===== config.mk =====
export PLATFORM = sky130hd
export DESIGN_NAME = vlsu_pipe
export DESIGN_NICKNAME = d
export VERILOG_FILES = /design/src/rtl/vlsu_pipe.sv
export SDC_FILE = /design/constraint.sdc
export NUM_CORES = 1
export LEC_CHECK = 0
export BUFFER_PORTS_ARGS = -buffer_cell sky130_fd_sc_hd__buf_2
export CAP_MARGIN = 20
export CORE_AREA = 2 2 239 241
export CTS_CLUSTER_SIZE = 30
export DETAILED_ROUTE_END_ITERATION = 16
export DIE_AREA = 0 0 241 243
export PLACE_DENSITY_LB_ADDON = 0.1
export SKIP_CTS_REPAIR_TIMING = 1
export SLEW_MARGIN = 20
export SYNTH_ARGS = -nofsm -noshare
export SYNTH_HDL_FRONTEND = slang
export SYNTH_SLANG_ARGS = --single-unit

===== constraint.sdc =====
create_clock -name clk_i -period 3.2 [get_ports clk_i]
set_input_delay 0.16 -clock clk_i [delete_from_list [all_inputs] [get_ports clk_i]]
set_output_delay 0.16 -clock clk_i [all_outputs]
set_load 0.01 [all_outputs]

===== src/rtl/vlsu_pipe.sv =====
// vlsu_pipe: pipelined vector load/store unit driving an AHB-Lite master port.
// Define VLSU_INDEXED_EN to make mop 01/11 use indexed addressing from vs2_rdata_i.
//
// state   | meaning
// S_IDLE  | waiting for a load/store request
// S_RUN   | one element per accepted address phase, data phase of the previous one overlapped
// S_DRAIN | last element issued, waiting for its data phase
// S_DONE  | completion pulse; final load row writeback lands in this cycle
module vlsu_pipe #(
    parameter int  LANES  = 4,
    parameter int  ELEMS  = 4,
    localparam int ELEM_B = $clog2(ELEMS),
    localparam int N      = LANES*ELEMS
) (
    input  logic              clk_i,
    input  logic              resetn_i,
    input  logic              req_i,
    input  logic [31:0]       instr_i,
    input  logic [31:0]       rs1_i,
    input  logic [31:0]       rs2_i,
    input  logic [31:0]       vs2_rdata_i [LANES],
    input  logic [31:0]       vs3_rdata_i [LANES],
    input  logic [N-1:0]      mask_i,
    output logic [ELEM_B-1:0] vrf_rd_elem_o,
    output logic [ELEM_B-1:0] vrf_wr_elem_o,
    output logic              vrf_wr_en_o [LANES],
    output logic [31:0]       vrf_wdata_o [LANES],
    output logic              busy_o,
    output logic              done_o,
    output logic              err_o,
    output logic [31:0]       haddr_o,
    output logic [1:0]        htrans_o,
    output logic              hwrite_o,
    output logic [2:0]        hsize_o,
    output logic [31:0]       hwdata_o,
    input  logic [31:0]       hrdata_i,
    input  logic              hready_i,
    input  logic              hresp_i
);
    localparam int         LANE_B   = $clog2(LANES);
    localparam int         IDX_W    = $clog2(N);
    localparam logic [6:0] OP_LOAD  = 7'b0000111;
    localparam logic [6:0] OP_STORE = 7'b0100111;

    typedef enum logic [1:0] {S_IDLE, S_RUN, S_DRAIN, S_DONE} state_t;

    state_t            state_q;
    logic              store_q, vm_q, indexed_q, err_q, dp_vld_q, dp_act_q;
    logic [N-1:0]      mask_q;
    logic [31:0]       base_q, acc_q, step_q, wdata_q;
    logic [IDX_W-1:0]  idx_q, dp_idx_q;
    logic [ELEM_B-1:0] wr_row_q;
    logic [LANES-1:0]  wr_en_q, wb_en;
    logic [31:0]       rowbuf_q [LANES];

    logic [LANE_B-1:0] lane_a, dp_lane;
    logic [ELEM_B-1:0] row_a, dp_row;
    logic              elem_act, err_now, dp_done, op_ok;
    logic [31:0]       idx_off, addr_a;

    assign lane_a   = idx_q[LANE_B-1:0];
    assign row_a    = idx_q[IDX_W-1:LANE_B];
    assign dp_lane  = dp_idx_q[LANE_B-1:0];
    assign dp_row   = dp_idx_q[IDX_W-1:LANE_B];
    assign elem_act = vm_q | mask_q[idx_q];
    assign op_ok    = (instr_i[6:0] == OP_LOAD) || (instr_i[6:0] == OP_STORE);

`ifdef VLSU_INDEXED_EN
    assign idx_off = vs2_rdata_i[lane_a];
`else
    assign idx_off = 32'h0;
`endif
    // Unit and strided share a running accumulator; indexed adds the lane offset to the base.
    assign addr_a  = indexed_q ? base_q + idx_off : acc_q;
    assign err_now = dp_vld_q & dp_act_q & hresp_i;
    assign dp_done = dp_vld_q & hready_i & ~err_now;

    always_comb begin
        wb_en = '0;
        for (int l = 0; l < LANES; l++) wb_en[l] = vm_q | mask_q[{dp_row, LANE_B'(l)}];
    end

    assign htrans_o      = (state_q == S_RUN && elem_act && !err_now) ? 2'b10 : 2'b00;
    assign haddr_o       = (state_q == S_RUN) ? addr_a : 32'h0;
    assign hwrite_o      = (state_q == S_RUN) & store_q;
    assign hsize_o       = 3'b010;
    assign hwdata_o      = wdata_q;
    assign busy_o        = (state_q != S_IDLE);
    assign done_o        = (state_q == S_DONE);
    assign err_o         = err_q;
    assign vrf_rd_elem_o = row_a;
    assign vrf_wr_elem_o = wr_row_q;

    for (genvar l = 0; l < LANES; l++) begin : g_lane
        assign vrf_wr_en_o[l] = wr_en_q[l];
        assign vrf_wdata_o[l] = rowbuf_q[l];
    end

    always_ff @(posedge clk_i or negedge resetn_i) begin
        if (!resetn_i) begin
            state_q   <= S_IDLE;
            store_q   <= 1'b0;
            vm_q      <= 1'b0;
            indexed_q <= 1'b0;
            err_q     <= 1'b0;
            dp_vld_q  <= 1'b0;
            dp_act_q  <= 1'b0;
            mask_q    <= '0;
            base_q    <= '0;
            acc_q     <= '0;
            step_q    <= '0;
            wdata_q   <= '0;
            idx_q     <= '0;
            dp_idx_q  <= '0;
            wr_row_q  <= '0;
            wr_en_q   <= '0;
            for (int l = 0; l < LANES; l++) rowbuf_q[l] <= '0;
        end else begin
            wr_en_q <= '0;
            // Masked slots still close their row so the writeback fires on schedule.
            if (dp_done && !store_q) begin
                if (dp_act_q) rowbuf_q[dp_lane] <= hrdata_i;
                if (dp_lane == LANE_B'(LANES-1)) begin
                    wr_en_q  <= wb_en;
                    wr_row_q <= dp_row;
                end
            end
            case (state_q)
                S_IDLE: if (req_i && op_ok) begin
                    state_q  <= S_RUN;
                    store_q  <= (instr_i[6:0] == OP_STORE);
                    vm_q     <= instr_i[25];
                    mask_q   <= mask_i;
                    base_q   <= rs1_i;
                    acc_q    <= rs1_i;
                    step_q   <= (instr_i[27:26] == 2'b10) ? rs2_i : 32'd4;
`ifdef VLSU_INDEXED_EN
                    indexed_q <= instr_i[26];
`else
                    indexed_q <= 1'b0;
`endif
                    idx_q    <= '0;
                    err_q    <= 1'b0;
                    dp_vld_q <= 1'b0;
                end
                S_RUN: if (err_now) begin
                    state_q  <= S_DONE;
                    err_q    <= 1'b1;
                    dp_vld_q <= 1'b0;
                end else if (hready_i) begin
                    dp_vld_q <= 1'b1;
                    dp_act_q <= elem_act;
                    dp_idx_q <= idx_q;
                    if (store_q && elem_act) wdata_q <= vs3_rdata_i[lane_a];
                    idx_q    <= idx_q + 1'b1;
                    acc_q    <= acc_q + step_q;
                    if (idx_q == IDX_W'(N-1)) state_q <= S_DRAIN;
                end
                S_DRAIN: if (err_now || hready_i) begin
                    state_q  <= S_DONE;
                    err_q    <= err_q | err_now;
                    dp_vld_q <= 1'b0;
                end
                S_DONE:  state_q <= S_IDLE;
                default: state_q <= S_IDLE;
            endcase
        end
    end
endmodule


# --- Yosys cells after proc, flatten, opt, wreduce, memory -nomap -nowiden ---
# Cells that the tools add are included.
word_totals:
  in_bits: 405
  out_inout_bits: 209
  ff_bits: 261
  elab_cells: 123
op_classes:
  n_mux: 43
  order_cmp: 8
  n_eq_ne: 15
  addsub: 2
  n_bitwise: 14
  n_reduce_logical: 23
op_table:
  columns: ["operator", "n"]
  rows:
  - ["2-to-1 mux 32 bit", 8]
  - ["bitwise mux 128 bit", 1]
  - ["binary-select mux 32 bit (select 2 bit)", 1]
  - ["demux 32 bit (select 2 bit)", 1]
  - ["one-hot mux 32 bit (2 select lines)", 1]
  - ["adder 32 bit", 1]
  - ["< comparator 4 x 5 -> 1 bit (second input constant)", 5]
  - ["2-to-1 mux 4 bit", 5]
  - ["AND reduction 4 bit", 5]
  - ["2-to-1 mux 2 bit", 6]
  - ["2-to-1 mux 1 bit", 11]
  - ["inequality test 2 bit (second input constant)", 5]
  - ["binary-select mux 1 bit (select 2 bit)", 4]
  - ["equality test 2 bit (second input constant)", 4]
  - ["one-hot mux 2 bit (4 select lines)", 1]
  - ["one-hot mux 4 bit (2 select lines)", 1]
  - ["equality test 7 x 3 -> 1 bit (second input constant)", 1]
  - ["equality test 7 x 6 -> 1 bit (second input constant)", 1]
  - [">= comparator 3 bit (second input constant)", 2]
  - ["logical AND 1 bit", 6]
  - ["inverter 2 -> 3 bit", 2]
  - ["OR 1 bit", 6]
  - ["one-hot mux 1 bit (3 select lines)", 2]
  - ["AND reduction 2 bit", 3]
  - ["other kinds (15)", 22]

# --- Depth between registers and ports, before layout ---
# Gate-level depths: netlist of run 1.
depth:
  ltp_word: 6
  depth_mapped: 11
  mapped_depth_nobuf: 11

# --- Worst setup path before layout of run 1 ---
# OpenSTA, ideal clock, no wires.
synth_timing:
  path_kind: "register -> register"
  start: "reg acc_q[0]"
  end: "reg acc_q[22]"
  arrival_time_ns: 2.454
  synth_period_minus_slack_ns: 2.582
  t_required_ns: 3.072
  path_buffers: 0
  slack_ns: 0.618
  setup_time_ns: 0.128
  path_stages_with_launch: 11
  path_cell_list: "dfrtp_1 ha_1 fa_1 a211oi_1 nor3_1 o211ai_1 o211ai_1 a211o_1 a31oi_1 xor2_1 o22ai_1"
synth_between:
  elab_chain_cells: 4
synth_rtl:
  columns: ["item", "line", "source"]
  rows:
  - ["from (decl)", "50", "logic [31:0] base_q, acc_q, step_q, wdata_q;"]
  - ["from (signal assigned)", "135", "acc_q <= rs1_i;"]
  - ["from (signal assigned)", "156", "acc_q <= acc_q + step_q;"]
  - ["adder 32 bit", "156", null]
  - ["2-to-1 mux 32 bit", "150", "end else if (hready_i) begin"]
  - ["2-to-1 mux 32 bit", "146", "S_RUN: if (err_now) begin"]
  - ["one-hot mux 32 bit (2 select lines)", "128", "case (state_q)"]
# Every way passes these cells. The select of a mux whose other input is x is not followed.
# A chain may end at the register's enable or synchronous reset.

# --- Worst setup path after layout of run 1 ---
layout_timing:
  start: "reg acc_q[3]"
  end: "reg acc_q[15]"
# Same word-level chain as after synthesis.

==> results of run 1 <==
routing by layer:
metal	track usage [%]	share of wire (%)	up-vias
met5	0	0.022	-
met4	4.611	2.9	2
met3	4.299	6.4	81
met2	30.21	51	344
met1	19.38	40	5408
li1	-	-	5118
cell usage in the layout (no fill, tap or decap), drive strengths merged, types with 3 or more instances in the layout:
cell type	count
clkbuf	54
mux4	41
nor2	32
nand2b	6
ha	36
conb	4
xor2	10
mux2i	18
a22o	3
dfrtp	261
a21o	18
a211oi	6
o211ai	7
nand4	5
nor3	9
o22ai	3
nand3	17
clkinv	5
dlygate4sd3	111
diode	7
mux2	184
nor2b	5
o21a	6
a21oi	48
and3	11
a31oi	7
and2	36
o21ai	82
nand2	126
xnor2	16
inv	9
buf	494
critical path: cells and delay by family (launching register included):
family          cells  cell delay (ps)
compound gates      5             1380
fa+ha+maj           1              350
flops               1              390
mux                 1              210
simple gates        3              470
through the flow:
step,total power [mW],hold WS (ps),cell area [µm²]
after floorplan,7.134,-135.6,13340
after global placement,8.923,179.3,16560
after detailed placement,8.942,192.9,16560
after CTS,13.03,-409.5,17710
after global routing,13.76,5.896,18840
final,12.86,-59.68,18850
layout make-up:
type / instances / area [µm²]
repair buffers: 605 / 3719
clock buffers: 54 / 1017
well taps: 756 / 945.9
multi-input cells: 763 / 6441
inverters: 9 / 33.78
diodes: 7 / 17.52
flip-flops and latches: 261 / 6534
fillers: 5851 / 37100
clock inverters: 9 / 140.1
cell families (layout without fill, tap and decap cells):
| group | Yosys count | after routing | share of synthesized area (%) |
|---|---|---|---|
| compound gates | 194 | 194 | 8.651 |
| xor+xnor | 26 | 26 | 1.708 |
| fa+ha+maj | 37 | 37 | 3.528 |
| buf+inv | 74 | 677 | 3.124 |
| flops | 261 | 261 | 48.98 |
| mux | 243 | 243 | 24.84 |
| other cells | 2 | 11 | 0.05632 |
| simple gates | 259 | 259 | 9.120 |
where the power goes:
group / internal (mW) / total [mW] / switching (mW)
combinational: 2.00 / 4.46 / 2.47
clock: 2.37 / 3.95 / 1.58
sequential: 3.95 / 4.44 / 0.485
total: 8.32 / 12.9 / 4.53
how the worst max path moves through the flow:
stage	startpoint	end	slack (ps)	cells after the start
6_report	acc_q[3]	acc_q[15]	270	10
5_1_grt	acc_q[3]	acc_q[15]	40	10
4_1_cts	acc_q[0]	acc_q[30]	160	11
3_5_place_dp	acc_q[0]	acc_q[30]	180	11
3_3_place_gp	acc_q[0]	acc_q[30]	190	11
2_1_floorplan	acc_q[0]	acc_q[22]	620	10
flip-flops by register name (all words and copies together) (netlist names), 2 cells and up:
register,flops
step_q,32
acc_q,32
idx_q,4
hwdata_o,32
state_q,2
vrf_wr_elem_o,2
wr_en_q,4
vrf_wdata_o,128
dp_idx_q,4
mask_q,16
==> results.py, run 1 <==
metrics = {
    "status": {
        "status": "complete, but fails checks",
        "violations": "hold timing",
    },
    "global_routing": {
        "grt_pass1_vias": 11050,
        "grt_overflow": 0,
        "antenna_found_initial": 12,
        "grt_first_pass_wirelength_mm": 72.57,
        "grt.total_usage_pct": 16.74,
        "grt_max_degree": 83,
    },
    "setup_path": {
        "cp_data_arrival_time_ps": 3350,
        "r2r_setup_slack_ps": 270,
        "critPathMaxFanout": 4,
        "rr_endpoint": "acc_q[15]",
        "end_kind": "flip-flop",
        "slowest_stage": "a221oi_1",
        "worstReg2RegStart": "acc_q[3]",
        "start_kind": "flip-flop",
        "crit_path_max_incr_delay_ps": 460,
        "rr_worst_depth": 10,
        "path_class": "reg2reg",
        "cp_cell_sequence": "ha_1 -> and2_1 -> a221oi_1 -> a21oi_1 -> nor2_1 -> o21ai_0 -> a31oi_1 -> o21ba_2 -> mux2i_1 -> nand3_1",
        "required_ps": 3620,
    },
    "hold_path": {
        "holdPathEnd": "acc_q[2]",
        "hold_start": "rs1_i[2]",
        "hold_class": "in2reg",
        "hold_depth": 3,
    },
    "floorplanning": {
        "die_h_um": 243,
        "io_pins": 614,
        "core_um2": 55950,
        "start_util_pct": 23.83,
        "die_w_um": 241,
        "die_area_um2": 58560,
        "rows": 87,
    },
    "final_layout": {
        "final_core_util_pct": 33.69,
        "layout-drive-gt1-share_pct": 46.03,
        "area_growth_syn_to_layout_pct": 41.34,
        "fin_cells": 2464,
        "final_nets": 2117,
    },
    "routing": {
        "firstDrtPassIters": 5,
        "wl_per_cell_um": 20.64,
        "routed_via_density": 4.445,
        "num_vias": 10950,
        "route.detailed.drc": 0,
        "totalWireLength_mm": 50.86,
        "first_iter_violations": 413,
        "postRouteAntennaNets": 0,
    },
    "clocking": {
        "cts_tree": "yes",
        "cts_buffers": 35,
        "path_clk_slew_ps": 50,
        "cts.path.max_buffers": 3,
        "cts_root_buf": "clkbuf_16",
        "htree_num_levels": 2,
        "insertion_delay_ps": 550,
        "clkSinkCount": 261,
    },
    "logic_synthesis": {
        "synth_area_per_cell_um2": 12.17,
        "yosysSeqAreaShare_pct": 48.98,
        "async_reset_ff_share_pct": 100.0,
        "synth_top_area_share_pct": 48.98,
        "synth-seq-cells": 261,
        "yosys_warnings": 0,
        "synth-edff-count": 0,
        "postSynthCellCount": 1096,
        "yosys-top-cells-count": "dfrtp_1, mux2_2, nand2_1",
        "synth_top_cell_by_area": "dfrtp_1",
        "synth_cell_types": 65,
        "yosysMostFrequentCell": "dfrtp_1",
        "syn-cell-area_um2": 13340,
        "synth_area_leaders": "dfrtp_1, mux2_2, mux4_2",
        "synth-main-ff-cell": "dfrtp_1",
    },
    "sta": {
        "period_share_pct": 91.50,
        "tightest_slew_ps": 925.5,
        "timing.fmax_mhz": 341.5,
        "skew_ps": 21.71,
        "rsz0062_at_grt": "no",
        "finalMaxSlewViolations": 0,
        "tns_ps": 0,
        "setup_viol": 0,
        "final.setup.worst_slack_ps": 272.1,
        "timing.final.crit_period_ps": 2928,
        "whs_ps": -59.68,
        "max-slew-margin-rel_pct": 38.30,
        "finalHoldViolCount": 1,
    },
    "pwr": {
        "vdd.ir_drop.worst_mv": 0.3283,
        "power_leakage_nw": 9.667,
        "power_density_nw_per_um2": 682.0,
    },
    "placement": {
        "placed_cells": 2283,
        "dpl.hpwl_mm": 38.14,
        "dp_slack_ps": 178.1,
        "io_buffers": 459,
        "routabilityCongestion": 0.7956,
    },
    "flow_run": {
        "max_cap_violations": 0,
    },
}
Power figures use the tool's default switching activity.
==> inputs of run 2 (changes only) <==
--- a/config.mk
+++ b/config.mk
@@ -6,5 +6,5 @@
 export NUM_CORES = 1
 export LEC_CHECK = 0
-export BUFFER_PORTS_ARGS = -buffer_cell sky130_fd_sc_hd__buf_2
+export BUFFER_PORTS_ARGS = -buffer_cell sky130_fd_sc_hd__buf_4
 export CAP_MARGIN = 20
 export CORE_AREA = 2 2 239 241
==> constraint.sdc (replaced) <==
create_clock -name clk_i -period 3.2 [get_ports clk_i]
set_input_delay 0.64 -clock clk_i [delete_from_list [all_inputs] [get_ports clk_i]]
set_output_delay 0.64 -clock clk_i [all_outputs]
set_load 0.01 [all_outputs]
==> run 2 against run 1 <==
Effect of this change: the run now ends clean; wire length increased by 0.64%; core utilization increased by 0.52 points; critical path depth is 5 lower; count of clock-buffer cells in the layout shrank 5; sequential share of layout area shrank 0.53 points; cell count decreased by 4.3%; setup slack worse by 240 ps; non-clock buffer count decreased by 104; clock power rose by 9.6%; fmax down 7.5%; sequential power barely moved; critical path type is now reg2out; highest routed layer unchanged.
==> results.py, run 2 (synthesis gave the netlist of run 1 again) <==
metrics = {
    "status": {
        "status": "complete, no violations",
    },
    "final_layout": {
        "fill_cells": 5747,
        "layout_commonest_cell": "buf_4",
        "final_cell_mix": "buf_4, dfrtp_1, mux2_2",
        "area_growth_syn_to_layout_pct": 43.52,
        "fin_cells": 2358,
        "layout-drive-gt1-share_pct": 50.00,
        "final_nets": 2014,
        "largest_reg_flops": 128,
    },
    "global_routing": {
        "use_met1_pct": 19.91,
        "antenna_found_initial": 9,
        "grt_pass1_vias": 11180,
        "grt_max_degree": 83,
        "grt_first_pass_wirelength_mm": 74.48,
        "grt_overflow": 0,
        "grt.total_usage_pct": 17.16,
        "use_met3_pct": 4.356,
        "use_met2_pct": 30.38,
        "top_usage_layer": "met2",
    },
    "clocking": {
        "clkSinkCount": 261,
        "insertion_delay_ps": 550,
        "cts_buffers": 36,
        "htree_num_levels": 2,
        "cts_tree": "yes",
        "cts_root_buf": "clkbuf_16",
        "cts.path.max_buffers": 3,
        "path_clk_slew_ps": 50,
    },
    "setup_path": {
        "required_ps": 2560,
        "rr_worst_depth": 10,
        "start_kind": "flip-flop",
        "worstReg2RegStart": "acc_q[3]",
        "rr_endpoint": "acc_q[15]",
        "critPathMaxFanout": 6,
        "r2r_setup_slack_ps": 250,
        "end_kind": "output port",
        "path_class": "reg2out",
        "cp_data_arrival_time_ps": 2520,
    },
    "routing": {
        "first_iter_violations": 455,
        "firstDrtPassIters": 5,
        "route.detailed.drc": 0,
        "routed_via_density": 4.427,
        "num_vias": 10440,
        "totalWireLength_mm": 51.18,
        "postRouteAntennaNets": 0,
        "wl_per_cell_um": 21.71,
    },
    "pwr": {
        "power_leakage_nw": 9.554,
        "power_density_nw_per_um2": 708.0,
        "total_power_mw": 13.55,
        "vdd.ir_drop.worst_mv": 0.3484,
    },
    "sta": {
        "tightest_slew_ps": 729.3,
        "whs_ps": 93.62,
        "finalHoldViolCount": 0,
        "rsz0062_at_grt": "yes",
        "timing.fmax_mhz": 316.0,
        "finalMaxSlewViolations": 0,
        "max-slew-margin-rel_pct": 51.38,
        "final.setup.worst_slack_ps": 35.22,
        "skew_ps": 18.36,
        "period_share_pct": 98.90,
        "timing.final.crit_period_ps": 3165,
        "tns_ps": 0,
        "setup_viol": 0,
    },
    "floorplanning": {
        "die_area_um2": 58560,
        "core_um2": 55950,
        "rows": 87,
        "die_h_um": 243,
        "start_util_pct": 23.83,
        "io_pins": 614,
        "die_w_um": 241,
    },
    "placement": {
        "io_buffers": 459,
        "dpl.hpwl_mm": 39.06,
        "placed_cells": 2287,
        "routabilityCongestion": 0.8234,
        "dp_slack_ps": 202.3,
    },
    "hold_path": {
        "hold_class": "in2async",
    },
    "flow_run": {
        "max_cap_violations": 0,
    },
}
## run 2: cell count changes in the layout (fill, tap and decap cells not counted), sizes merged
cell | before | now
clkinvlp | 2 | 0
bufinv | 2 | 5
diode | 7 | 4
clkinv | 5 | 11
dlygate4sd3 | 111 | 0
inv | 9 | 8
buf | 494 | 501
clkbuf | 54 | 49
## run 2: worst max-delay path by stage
stage	startpoint	to	cells past startpoint
floorplan	acc_q[0]	acc_q[22]	10
global placement	acc_q[3]	acc_q[15]	10
detailed placement	acc_q[3]	acc_q[15]	10
CTS	idx_q[0]	htrans_o[1]	5
global route	idx_q[0]	htrans_o[1]	5
finish	idx_q[0]	htrans_o[1]	5
## run 2: where the power goes
part	internal [mW]	switching, mW	total (mW)
registers	3.96	0.500	4.46
clock network	2.68	1.65	4.33
logic	2.31	2.45	4.76
total	8.95	4.60	13.5
## run 2: critical path: stages (launching register included)
cell,delay (ps)
dfrtp_2,460
mux4_4,650
mux4_2,510
o21ai_4,160
nor2_1,50
buf_4,140
## run 2: through the flow
step / cell area (µm²) / util [%]
2_1_floorplan: 13340 / -
3_3_place_gp: 17810 / 31.83
3_5_place_dp: 17810 / 31.83
4_1_cts: 19090 / 34.11
5_1_grt: 19140 / 34.21
6_report: 19140 / 34.21
## run 2: final cells by class
cell class,count,area [µm²],area share [%]
diodes,4,10.01,0.05230
clock buffers,49,1030,5.380
clock inverters,15,249.0,1.301
inverters,9,33.78,0.1765
multi-input cells,763,6455,33.73
flip-flops and latches,261,6534,34.14
well taps,756,945.9,4.942
repair buffers,501,3881,20.28
## run 2: metal layers
layer  vias up  part of all wire (%)
met5         -                 0.053
met4         4                   3.0
met2       339                    50
met3        75                   6.7
met1      5110                    40
li1       4910                     -
==> inputs of run 3 (changes only) <==
Settings changed: PLACE_DENSITY set to 0.47, PLACE_DENSITY_LB_ADDON 0.1 to not set, REMOVE_ABC_BUFFERS set to 1.
==> run 3 against run 2 <==
Effect of this change: global-route usage down 0.64 points; register-to-register slack about the same; die area unchanged; critical path type unchanged; largest cell class unchanged; largest power group unchanged.
==> results.py, run 3 (synthesis gave the netlist of run 1 again) <==
metrics = {
    "final_layout": {
        "area_growth_syn_to_layout_pct": 42.55,
        "fill_cells": 5721,
        "layout-drive-gt1-share_pct": 49.59,
        "final_cell_mix": "buf_4, dfrtp_1, mux2_2",
        "final_nets": 2007,
        "fin_cells": 2349,
        "largest_reg_flops": 128,
        "layout_commonest_cell": "buf_4",
        "design_area_um2": 19010,
        "final_core_util_pct": 33.98,
    },
    "setup_path": {
        "path_class": "reg2out",
        "crit_path_max_incr_delay_ps": 660,
        "cp_cell_sequence": "mux4_4 -> mux4_2 -> o21ai_4 -> nor2_1 -> buf_4",
        "slowest_stage": "mux4_4",
        "start_kind": "flip-flop",
        "end_kind": "output port",
        "critPathBufInv": 1,
        "cp_data_arrival_time_ps": 2550,
        "critPathMaxFanout": 6,
        "required_ps": 2560,
        "crit_family": "multiplexers",
    },
    "sta": {
        "max-slew-margin-rel_pct": 56.60,
        "tightest_slew_ps": 651.0,
        "skew_ps": 18.33,
        "timing.fmax_mhz": 314.0,
        "timing.final.crit_period_ps": 3185,
        "period_share_pct": 99.53,
        "setup_viol": 0,
        "final.setup.worst_slack_ps": 14.92,
        "finalHoldViolCount": 0,
        "finalMaxSlewViolations": 0,
        "rsz0062_at_grt": "yes",
    },
    "routing": {
        "postRouteAntennaNets": 0,
        "routed_via_density": 4.504,
        "num_vias": 10580,
        "route.detailed.drc": 0,
        "first_iter_violations": 510,
        "firstDrtPassIters": 5,
        "totalWireLength_mm": 49.21,
        "wl_per_cell_um": 20.95,
    },
    "placement": {
        "place_area_um2": 17780,
        "routabilityCongestion": 0.8319,
        "io_buffers": 459,
        "dp_slack_ps": 120.6,
        "placed_cells": 2282,
        "dpl.hpwl_mm": 37.89,
    },
    "clocking": {
        "cts_tree": "yes",
        "clkSinkCount": 261,
        "cts.path.max_buffers": 3,
        "cts_root_buf": "clkbuf_16",
        "cts_buffers": 35,
        "path_clk_slew_ps": 50,
        "htree_num_levels": 2,
        "insertion_delay_ps": 550,
    },
    "flow_run": {
        "max_cap_violations": 0,
    },
    "floorplanning": {
        "start_util_pct": 23.83,
        "rows": 87,
        "die_area_um2": 58560,
        "die_h_um": 243,
        "core_um2": 55950,
        "io_pins": 614,
        "die_w_um": 241,
    },
    "global_routing": {
        "grt_max_degree": 66,
        "grt_first_pass_wirelength_mm": 71.74,
        "grt_pass1_vias": 11130,
        "grt_overflow": 0,
        "grt.total_usage_pct": 16.52,
        "antenna_found_initial": 22,
    },
    "pwr": {
        "power_leakage_nw": 9.480,
        "vdd.ir_drop.worst_mv": 0.3317,
        "power_density_nw_per_um2": 692.4,
        "total_power_mw": 13.16,
    },
    "hold_path": {
        "hold_class": "in2async",
    },
    "status": {
        "status": "complete, no violations",
    },
}
[run 3: path summary, 6_finish.rpt]
path,cells after the start,slack (ps),endpoint,start
setup / recovery,5,10,htrans_o[1],idx_q[0]
hold / removal,1,40,step_q[22],resetn_i
setup reg to reg,11,240,acc_q[30],acc_q[0]
hold reg to reg,2,490,step_q[8],step_q[8]
max in group asynchronous,2,2350,vrf_wdata_o[0],resetn_i
min in group clk_i,2,330,mask_q[3],mask_i[3]
[run 3: layout make-up]
cell class	instances	area, µm²	share of cell area, %
flip-flops and latches	261	6534	34.37
multi-input cells	763	6449	33.92
repair buffers	495	3849	20.25
well taps	756	945.9	4.976
clock buffers	45	943.4	4.963
clock inverters	18	250.2	1.316
inverters	9	33.78	0.1777
diodes	2	5.005	0.02633
[run 3: power breakdown]
group / internal, mW / leakage, nW / switching, mW
clock: 2.44 / 0.583 / 1.59
sequential: 3.95 / 3.53 / 0.483
combinational: 2.32 / 5.37 / 2.37
total: 8.72 / 9.48 / 4.45
[run 3: metrics by stage]
stage,hold WS (ps),TNS [ps]
floorplan,344.4,-128740
global placement,470.5,0
detailed placement,480.8,0
CTS,54.98,-93.80
global route,57.28,-103.6
finish,37.73,0
[run 3: per-layer routing]
layer / routed length (µm) / share of wire (%) / track usage (%) / vias to the layer above
li1: - / - / - / 4903
met3: 3864 / 7.9 / 4.799 / 106
met5: 49 / 0.10 / 0 / -
met4: 1359 / 2.8 / 4.938 / 8
met2: 25260 / 51 / 30.07 / 403
met1: 18670 / 38 / 18.40 / 5159
[run 3: worst reg2reg max path, cell delays in order, from the launching register on]
cell and delay, ps:
dfrtp_1 400, ha_1 240, fa_1 410, a211oi_2 300, nor3_1 140, o211ai_1 260, o211ai_1 200, a211o_1 340
o21ai_0 220, nand2_1 100, xnor2_1 130, o21ai_0 80
